### config.mk
export PLATFORM = sky130hd
export DESIGN_NAME = seq_mult_ctrl
export DESIGN_NICKNAME = d
export VERILOG_FILES = /design/src/rtl/seq_mult_ctrl.sv
export SDC_FILE = /design/constraint.sdc
export NUM_CORES = 1
export LEC_CHECK = 0
export ABC_CLOCK_PERIOD_IN_PS = 1600
export BUFFER_PORTS_ARGS = -buffer_cell sky130_fd_sc_hd__buf_4
export CAP_MARGIN = 20
export CORE_AREA = 2 2 39 41
export DETAILED_ROUTE_END_ITERATION = 7
export DIE_AREA = 0 0 41 43
export REMOVE_ABC_BUFFERS = 1
export SLEW_MARGIN = 20
export SYNTH_ARGS = -nofsm -noshare
export SYNTH_HDL_FRONTEND = slang
export SYNTH_SLANG_ARGS = --single-unit
### constraint.sdc
create_clock -name clk -period 1.6 [get_ports clk]
set_input_delay 0.32 -clock clk [delete_from_list [all_inputs] [get_ports clk]]
set_output_delay 0.32 -clock clk [all_outputs]
set_load 0.01 [all_outputs]
### src/rtl/seq_mult_ctrl.sv
// -----------------------------------------------------------------------------
// seq_mult_ctrl
//   FSM sequencer for a shift-add sequential multiplier datapath. It loads the
//   multiplier shift register, then runs WIDTH add/shift iterations. Each
//   iteration samples the multiplier LSB (m_bit). It then pulses done for one
//   cycle and returns to IDLE.
//
//   Optional feature: define SEQ_MULT_ABORT_EN to add the abort input. When
//   abort is high in any non-IDLE state, the sequencer returns to IDLE and
//   produces no done pulse.
//
// Ports
//   clk      in   rising-edge clock
//   clr      in   synchronous reset, active-high; outranks every other input
//   start    in   request a multiply; sampled only in IDLE
//   m_bit    in   current multiplier LSB; sampled only in ADD
//   abort    in   (SEQ_MULT_ABORT_EN only) cancel the running operation
//   ld_mplr  out  load multiplier shift register
//   sh_mplr  out  shift multiplier register right by one
//   clr_acc  out  clear accumulator/product register
//   add_acc  out  add multiplicand into accumulator upper half
//   sh_acc   out  shift accumulator right by one
//   busy     out  high in every state except IDLE
//   done     out  one-cycle pulse; product valid in the accumulator
// -----------------------------------------------------------------------------
module seq_mult_ctrl #(
   parameter  int WIDTH = 4,
   localparam int CNT_W = $clog2(WIDTH)
) (
   input  logic clk,
   input  logic clr,
   input  logic start,
   input  logic m_bit,
`ifdef SEQ_MULT_ABORT_EN
   input  logic abort,
`endif
   output logic ld_mplr,
   output logic sh_mplr,
   output logic clr_acc,
   output logic add_acc,
   output logic sh_acc,
   output logic busy,
   output logic done
);

   typedef enum logic [2:0] {
      S_IDLE,
      S_LOAD,
      S_ADD,
      S_SHIFT,
      S_DONE
   } state_t;

   localparam logic [CNT_W-1:0] LAST_ITER = CNT_W'(WIDTH - 1);

   state_t           state, state_nxt;
   logic [CNT_W-1:0] count, count_nxt;

   // NOTE: state is updated with non-blocking assignments only. This way every
   // always_ff block reads the pre-edge values, whatever the evaluation order.
   always_ff @(posedge clk) begin
      if (clr) begin
         state <= S_IDLE;
         count <= '0;
      end else begin
         state <= state_nxt;
         count <= count_nxt;
      end
   end

   // NOTE: every signal driven here receives a default before the case
   // statement. Otherwise a path that leaves it unassigned would infer a latch.
   always_comb begin
      state_nxt = state;
      count_nxt = count;
      ld_mplr   = 1'b0;
      sh_mplr   = 1'b0;
      clr_acc   = 1'b0;
      add_acc   = 1'b0;
      sh_acc    = 1'b0;
      busy      = 1'b1;
      done      = 1'b0;

      case (state)
         S_IDLE: begin
            busy = 1'b0;
            if (start) state_nxt = S_LOAD;
         end
         S_LOAD: begin
            ld_mplr   = 1'b1;
            clr_acc   = 1'b1;
            count_nxt = '0;
            state_nxt = S_ADD;
         end
         S_ADD: begin
            // The only Mealy output: the add depends on the live multiplier LSB.
            add_acc   = m_bit;
            state_nxt = S_SHIFT;
         end
         S_SHIFT: begin
            sh_mplr = 1'b1;
            sh_acc  = 1'b1;
            // Leaving at the last iteration keeps count from ever wrapping.
            if (count == LAST_ITER) begin
               state_nxt = S_DONE;
            end else begin
               count_nxt = count + 1'b1;
               state_nxt = S_ADD;
            end
         end
         S_DONE: begin
            done      = 1'b1;
            state_nxt = S_IDLE;
         end
         default: begin
            busy      = 1'b0;
            state_nxt = S_IDLE;
            count_nxt = '0;
         end
      endcase

`ifdef SEQ_MULT_ABORT_EN
      // Abort only cancels a running operation. In IDLE it is ignored, so
      // start still wins there.
      if (abort && (state != S_IDLE)) begin
         state_nxt = S_IDLE;
         count_nxt = '0;
      end
`endif
   end

endmodule

==> metrics.log, run 1 <==
INFO  metric dieArea = 1763 µm²
INFO  metric cts_root_buf = sky130_fd_sc_hd__clkbuf_4
INFO  metric worst-endpoint-arrival = 1.14 ns
INFO  metric cts-root-to-sink-buffers = 2
INFO  metric finalCriticalPeriod = 1.457 ns
INFO  metric drt-total-wl = 594 µm
INFO  metric crit_required = 1.28 ns
INFO  metric placedCellCount = 53
INFO  metric clock_skew = 0.003284 ns
INFO  metric grt_setup_unrepaired = no
INFO  metric setup.worst_path.start_class = register
INFO  metric num_io_pins = 11
INFO  metric power_per_cell_area = 894.1 nW/µm²
INFO  metric grt_first_pass_wirelength = 1.007 mm
INFO  metric area_delta_synth_final = 37.67%
INFO  metric postCtsSetupRepairBufs = 0
INFO  metric finalSetupViolCount = 0
INFO  metric global_route.usage.total = 8.927%
INFO  metric final_min_period_over_clock_period = 91.07%
INFO  metric detail_route.first_pass.iterations = 4
INFO  metric drive_above_1_share = 36.59%
INFO  metric fmaxAchievable = 686.3 MHz
INFO  metric post_synth_main_area_contributors = sky130_fd_sc_hd__dfxtp_1, sky130_fd_sc_hd__buf_4, sky130_fd_sc_hd__ha_1, sky130_fd_sc_hd__nor4_1, sky130_fd_sc_hd__nor2_1
INFO  metric n_antenna_cell = 0
INFO  metric end_kind = output pin
INFO  metric critPathMaxFanout = 12
INFO  metric largest_net_degree_at_the_start_of_global_routing = 13
INFO  metric cts_repair_resize_count = 0
INFO  metric synth.cell_area = 269.0 µm²
INFO  metric floorplan.core_area = 1384 µm²
INFO  metric post-route-drc-count = 0
INFO  metric drt-initial-drc-count = 2
INFO  metric netlist-cell-type-count = 21
INFO  metric worst_ir_drop_vdd = 0.0002168 V
INFO  metric power_leakage = 0.1616 nW
INFO  metric route.vias.total = 258
INFO  metric top_area_cell_type_share_of_the_netlist_area = 37.21%
INFO  metric power.total = 0.0003311 W
INFO  metric post_synthesis_register_bit_count = 5
INFO  metric design.final.nets = 47
INFO  metric timing_worst_slew_pin_value = 0.3919 ns
INFO  metric antenna_found_initial = 0
INFO  metric cts_tree = yes
INFO  metric multi_input_comb_area = 148.9 µm²
INFO  metric synth-seq-area-share = 37.21%
INFO  metric global_route.overflow_total = 0
INFO  metric ant_nets = 0
INFO  metric cts_buffers = 3
INFO  metric htree_num_levels = 1
INFO  metric wl_per_cell = 10.42 µm
INFO  metric syn-instance-count = 30
INFO  metric cts_num_sinks = 5
INFO  metric area.sequential = 100.1 µm²
INFO  metric synthesis.area_per_instance = 8.967 µm²
INFO  metric fin_setup_tns = 0 ns
INFO  metric drv_slew = 0
INFO  metric vias_per_cell = 4.526
INFO  metric synth-warning-count = 0
INFO  metric run_status = finished, final reports clean
INFO  metric initial_core_util = 19.44%
INFO  metric grt_pass1_vias = 240
INFO  metric placementRows = 14
INFO  metric final_cell_count_no_fill = 57
INFO  metric buffers_on_ports = 10
INFO  metric maxSlewHeadroom = 73.84%
INFO  metric clock_latency = 0.24 ns
INFO  metric cts.hold.buffers_added = 0
INFO  metric dieHeight = 43 µm
INFO  metric dieWidth = 41 µm
INFO  metric gp_routability_congestion = 0.6874
INFO  metric worstSetupPathType = reg -> out
INFO  metric final_cell_mix = sky130_fd_sc_hd__buf_4, sky130_fd_sc_hd__dfxtp_1, sky130_fd_sc_hd__nor2_1, sky130_fd_sc_hd__clkbuf_4
INFO  metric min_path_type = in -> reg
INFO  metric max-cap-violations = 0
INFO  metric synth_top_cell_by_area = sky130_fd_sc_hd__dfxtp_1
INFO  metric fill_count = 157
INFO  metric timing.final.hold_violations = 0
INFO  metric layout.cells.most_common = sky130_fd_sc_hd__buf_4
INFO  metric hpwl = 396.1 µm
INFO  metric cts.clk_slew.worst_paths = 0.04 ns
-- metal layers --
metal / vias up / routed length, µm / global-route usage, % / share of wire (%)
li1: 130 / - / - / -
met1: 121 / 244 / 10.26 / 41
met2: 7 / 309 / 11.25 / 52
met3: 0 / 41 / 4.712 / 6.9
met4: 0 / 0 / 8.000 / 0
met5: - / 0 / 0 / 0
-- registers in the layout (all words and copies together) (netlist names) --
| register | cells |
|---|---|
| state | 3 |
| count | 2 |
-- synth_stat cells, drive strengths merged --
cell,count
a21oi,2
and2,1
and3,1
and3b,1
buf,3
dfxtp,5
ha,1
nand2,1
nand2b,1
nor2,3
nor2b,1
nor3b,1
nor4,2
nor4b,1
nor4bb,1
o21ai,2
o41ai,1
or4,1
xnor2,1
-- critical path, stage by stage (launching register included) --
cell	delay (ns)
sky130_fd_sc_hd__dfxtp_1	0.42
sky130_fd_sc_hd__nor4bb_1	0.31
sky130_fd_sc_hd__buf_4	0.17
-- power breakdown --
| part | switching [W] | leakage [nW] | internal, W |
|---|---|---|---|
| Clock | 0.0000517 | 0.0150 | 0.0000943 |
| Combinational | 0.0000205 | 0.106 | 0.0000260 |
| Sequential | 0.00000840 | 0.0408 | 0.000130 |
-- kinds of logic after synthesis --
logic type / Yosys count / share of synthesized area, %
and+or+nand+nor: 15 / 36.75
AOI/OAI and AO/OA: 5 / 10.69
buffers and inverters: 3 / 7.438
adders and majority gates: 1 / 4.650
DFF: 5 / 37.21
xor gates and xnor gates: 1 / 3.256
-- path summary, 6_finish.rpt --
path / startpoint / to / slack, ns / cells after the start
max reg2reg: count[0] / count[0] / 0.37 / 3
max: state[2] / add_acc / 0.14 / 2
min: clr / count[0] / 0.29 / 2
min reg2reg: count[0] / count[0] / 0.51 / 2
-- through the flow --
stage	area, µm²	hold slack, ns	util, %	setup WS, ns
2_1_floorplan	249.0	0.3891	-	0.3351
5_1_grt	370.4	0.2821	26.76	0.01923
3_3_place_gp	344.1	0.4799	24.86	0.4099
6_report	370.4	0.2943	26.76	0.1429
3_5_place_dp	344.1	0.5004	24.86	0.3806
4_1_cts	370.4	0.2857	26.76	0.1212
-- cell type report --
class / instances / share of cell area [%]
Multi-Input combinational cell: 22 / 40.20
Timing Repair Buffer: 10 / 20.27
Clock buffer: 4 / 7.095
Tap cell: 16 / 5.405
Sequential cell: 5 / 27.03
Note: power is estimated with default switching activity, not from simulation.
==> inputs of run 2 (changes only) <==
--- a/config.mk
+++ b/config.mk
@@ -11,6 +11,7 @@
 export CORE_AREA = 2 2 39 41
 export DETAILED_ROUTE_END_ITERATION = 7
 export DIE_AREA = 0 0 41 43
+export PLACE_DENSITY = 0.43
 export REMOVE_ABC_BUFFERS = 1
 export SLEW_MARGIN = 20
 export SYNTH_ARGS = -nofsm -noshare
==> metrics.log, run 2 (synthesis gave the netlist of run 1 again) <==
INFO  metric run_status = finished, final reports clean (unchanged)
INFO  metric hold-path-endpoint = count[0] (unchanged)
INFO  metric power_leakage = 0.1616 nW (unchanged)
INFO  metric drt-total-wl = 602 µm (was 594 µm)
INFO  metric setup_slack = 0.1099 ns (was 0.1429 ns)
INFO  metric fin_setup_tns = 0 ns (unchanged)
INFO  metric cts_repair_resize_count = 0 (unchanged)
INFO  metric layout.cells.most_common = sky130_fd_sc_hd__buf_4 (unchanged)
INFO  metric dieArea = 1763 µm² (unchanged)
INFO  metric global_route.overflow_total = 0 (unchanged)
INFO  metric grt_first_pass_wirelength = 1.007 mm (unchanged)
INFO  metric timing_worst_slew_pin_value = 0.3615 ns (was 0.3919 ns)
INFO  metric clock_latency = 0.24 ns (about the same)
INFO  metric timing.critical_path.slowest_stage_cell = sky130_fd_sc_hd__dfxtp_1 (unchanged)
INFO  metric max-cap-violations = 0 (unchanged)
INFO  metric global_route.usage.total = 9.054% (was 8.927%)
INFO  metric drt-initial-drc-count = 1 (was 2)
INFO  metric drv_slew = 0 (unchanged)
INFO  metric power_switching_share = 24.87% (was 24.33%)
INFO  metric vias_per_cell = 4.368 (was 4.526)
INFO  metric dieHeight = 43 µm (unchanged)
INFO  metric largest_net_degree_at_the_start_of_global_routing = 13 (unchanged)
INFO  metric clock_skew = 0.001637 ns (was 0.003284 ns)
INFO  metric clockPowerShare = 44.4% (was 44.1%)
INFO  metric design.final.nets = 47 (unchanged)
INFO  metric worstPathBufferInverterCount = 1 (unchanged)
INFO  metric cts_tree = yes (unchanged)
INFO  metric reg_top3 = state (3), count (2) (unchanged)
INFO  metric max_stage_delay = 0.44 ns (was 0.42 ns)
INFO  metric worst_r2r_startpoint = count[0] (unchanged)
INFO  metric maxSlewHeadroom = 75.87% (was 73.84%)
INFO  metric placementRows = 14 (unchanged)
INFO  metric buffers_on_ports = 10 (unchanged)
INFO  metric power_frac_seq = 41.6% (was 41.9%)
INFO  metric critPathMaxFanout = 7 (was 12)
INFO  metric route.vias.total = 249 (was 258)
INFO  metric timing.final.hold_violations = 0 (unchanged)
INFO  metric detail_route.first_pass.iterations = 3 (was 4)
INFO  metric combPwrFrac = 14.0% (about the same)
INFO  metric regMostFlops = state (unchanged)
INFO  metric ff2ff_path_depth = 3 (unchanged)
INFO  metric area_delta_synth_final = 37.67% (unchanged)
INFO  metric postCtsSetupRepairBufs = 0 (unchanged)
INFO  metric hold_ws = 0.2769 ns (was 0.2943 ns)
INFO  metric switching_power = 0.00008302 W (was 0.00008057 W)
INFO  metric floorplan.core_area = 1384 µm² (unchanged)
INFO  metric power.total = 0.0003338 W (was 0.0003311 W)
INFO  metric gp_routability_congestion = 0.6699 (was 0.6874)
INFO  metric worst_ir_drop_vdd = 0.0002079 V (was 0.0002168 V)
INFO  metric hpwl = 466.1 µm (was 396.1 µm)
INFO  metric grt_setup_unrepaired = no (unchanged)
INFO  metric hold_path_depth = 2 (unchanged)
INFO  metric worst-endpoint-arrival = 1.17 ns (was 1.14 ns)
INFO  metric fmaxAchievable = 671.1 MHz (was 686.3 MHz)
INFO  metric drive_above_1_share = 36.59% (unchanged)
INFO  metric final_min_period_over_clock_period = 93.13% (was 91.07%)
INFO  metric worstHoldStart = clr (unchanged)
INFO  metric cts.clk_slew.worst_paths = 0.05 ns (was 0.04 ns)
INFO  metric placement_stage_worst_setup_slack = 0.3641 ns (was 0.3806 ns)
INFO  metric grt_pass1_vias = 250 (was 240)
INFO  metric min_path_type = in -> reg (unchanged)
INFO  metric timing.critical_path.cells = nor3b_1 -> buf_4 (was nor4bb_1 -> buf_4)
INFO  metric crit_required = 1.28 ns (about the same)
INFO  metric cts_root_buf = sky130_fd_sc_hd__clkbuf_4 (unchanged)
INFO  metric ant_nets = 0 (unchanged)
INFO  metric initial_core_util = 19.44% (unchanged)
INFO  metric finalCriticalPeriod = 1.490 ns (was 1.457 ns)
INFO  metric setup.worst_path.start_class = register (unchanged)
INFO  metric worstSetupPathType = reg -> out (unchanged)
INFO  metric finalSetupViolCount = 0 (unchanged)
INFO  metric power_per_cell_area = 901.2 nW/µm² (was 894.1 nW/µm²)
INFO  metric dieWidth = 41 µm (unchanged)
INFO  metric worstReg2RegEnd = count[0] (unchanged)
INFO  metric largest_register_ffs = 3 (unchanged)
INFO  metric end_kind = output pin (unchanged)
INFO  metric critPathTopFamily = flip-flops (unchanged)
INFO  metric wl_per_cell = 10.56 µm (was 10.42 µm)
INFO  metric num_io_pins = 11 (unchanged)
INFO  metric cts_buffers = 3 (unchanged)
INFO  metric internal-power = 0.0002507 W (was 0.0002506 W)
INFO  metric n_antenna_cell = 0 (unchanged)
INFO  metric antenna_found_initial = 0 (unchanged)
INFO  metric post-route-drc-count = 0 (unchanged)
INFO  metric cts_num_sinks = 5 (unchanged)
INFO  metric final_cell_mix = sky130_fd_sc_hd__buf_4, sky130_fd_sc_hd__dfxtp_1, sky130_fd_sc_hd__nor2_1, sky130_fd_sc_hd__clkbuf_4 (unchanged)
INFO  metric cts-root-to-sink-buffers = 2 (unchanged)
INFO  metric htree_num_levels = 1 (unchanged)
INFO  metric cts.hold.buffers_added = 0 (unchanged)
INFO  metric worst-r2r-setup-slack = 0.37 ns (about the same)
run 2: cell counts in the layout (fill, tap and decap cells not counted):
No cell type changed its count.
run 2: worst reg2reg max path: cells and delay by family, from the launching register on:
kind / cells / cell delay [ns]
adders and majority gates: 1 / 0.24
DFF: 1 / 0.32
and+or+nand+nor: 1 / 0.49
AOI/OAI and AO/OA: 1 / 0.13
run 2: power by group through the flow:
stage                     registers (W)  logic [W]  clock network (W)
after floorplan                0.000139  0.0000227                  0
after global placement         0.000141  0.0000463                  0
after detailed placement       0.000141  0.0000473                  0
after CTS                      0.000139  0.0000475           0.000155
after global routing           0.000140  0.0000520           0.000160
final                          0.000139  0.0000467           0.000148
run 2: how the worst max path moves through the flow:
stage,slack (ns),cells past startpoint,to,start
floorplan,0.34,1,clr_acc,state[0]
global placement,0.41,2,clr_acc,state[0]
detailed placement,0.36,3,count[0],count[0]
CTS,0.11,2,clr_acc,state[0]
global route,0.06,2,clr_acc,state[0]
finish,0.11,2,clr_acc,state[0]
run 2: metal layers:
| layer | GRT usage [%] | share of wire, % | vias up |
|---|---|---|---|
| li1 | - | - | 130 |
| met1 | 9.385 | 39 | 112 |
| met4 | 10.00 | 0 | 0 |
| met5 | 0 | 0 | - |
| met3 | 3.141 | 11 | 0 |
| met2 | 12.50 | 50 | 7 |
run 2: final cells by class:
cell class / instances / area (µm²)
fill: 156 / 1013
sequential: 5 / 100.1
multi-input combinational: 22 / 148.9
tap: 16 / 20.02
timing repair buffer: 10 / 75.07
clock buffer: 4 / 26.28
run 2: metrics by stage:
step	instances	utilization, %	area [µm²]
after floorplan	27	-	249.0
after global placement	53	24.86	344.1
after detailed placement	53	24.86	344.1
after CTS	57	26.76	370.4
after global routing	57	26.76	370.4
final	57	26.76	370.4
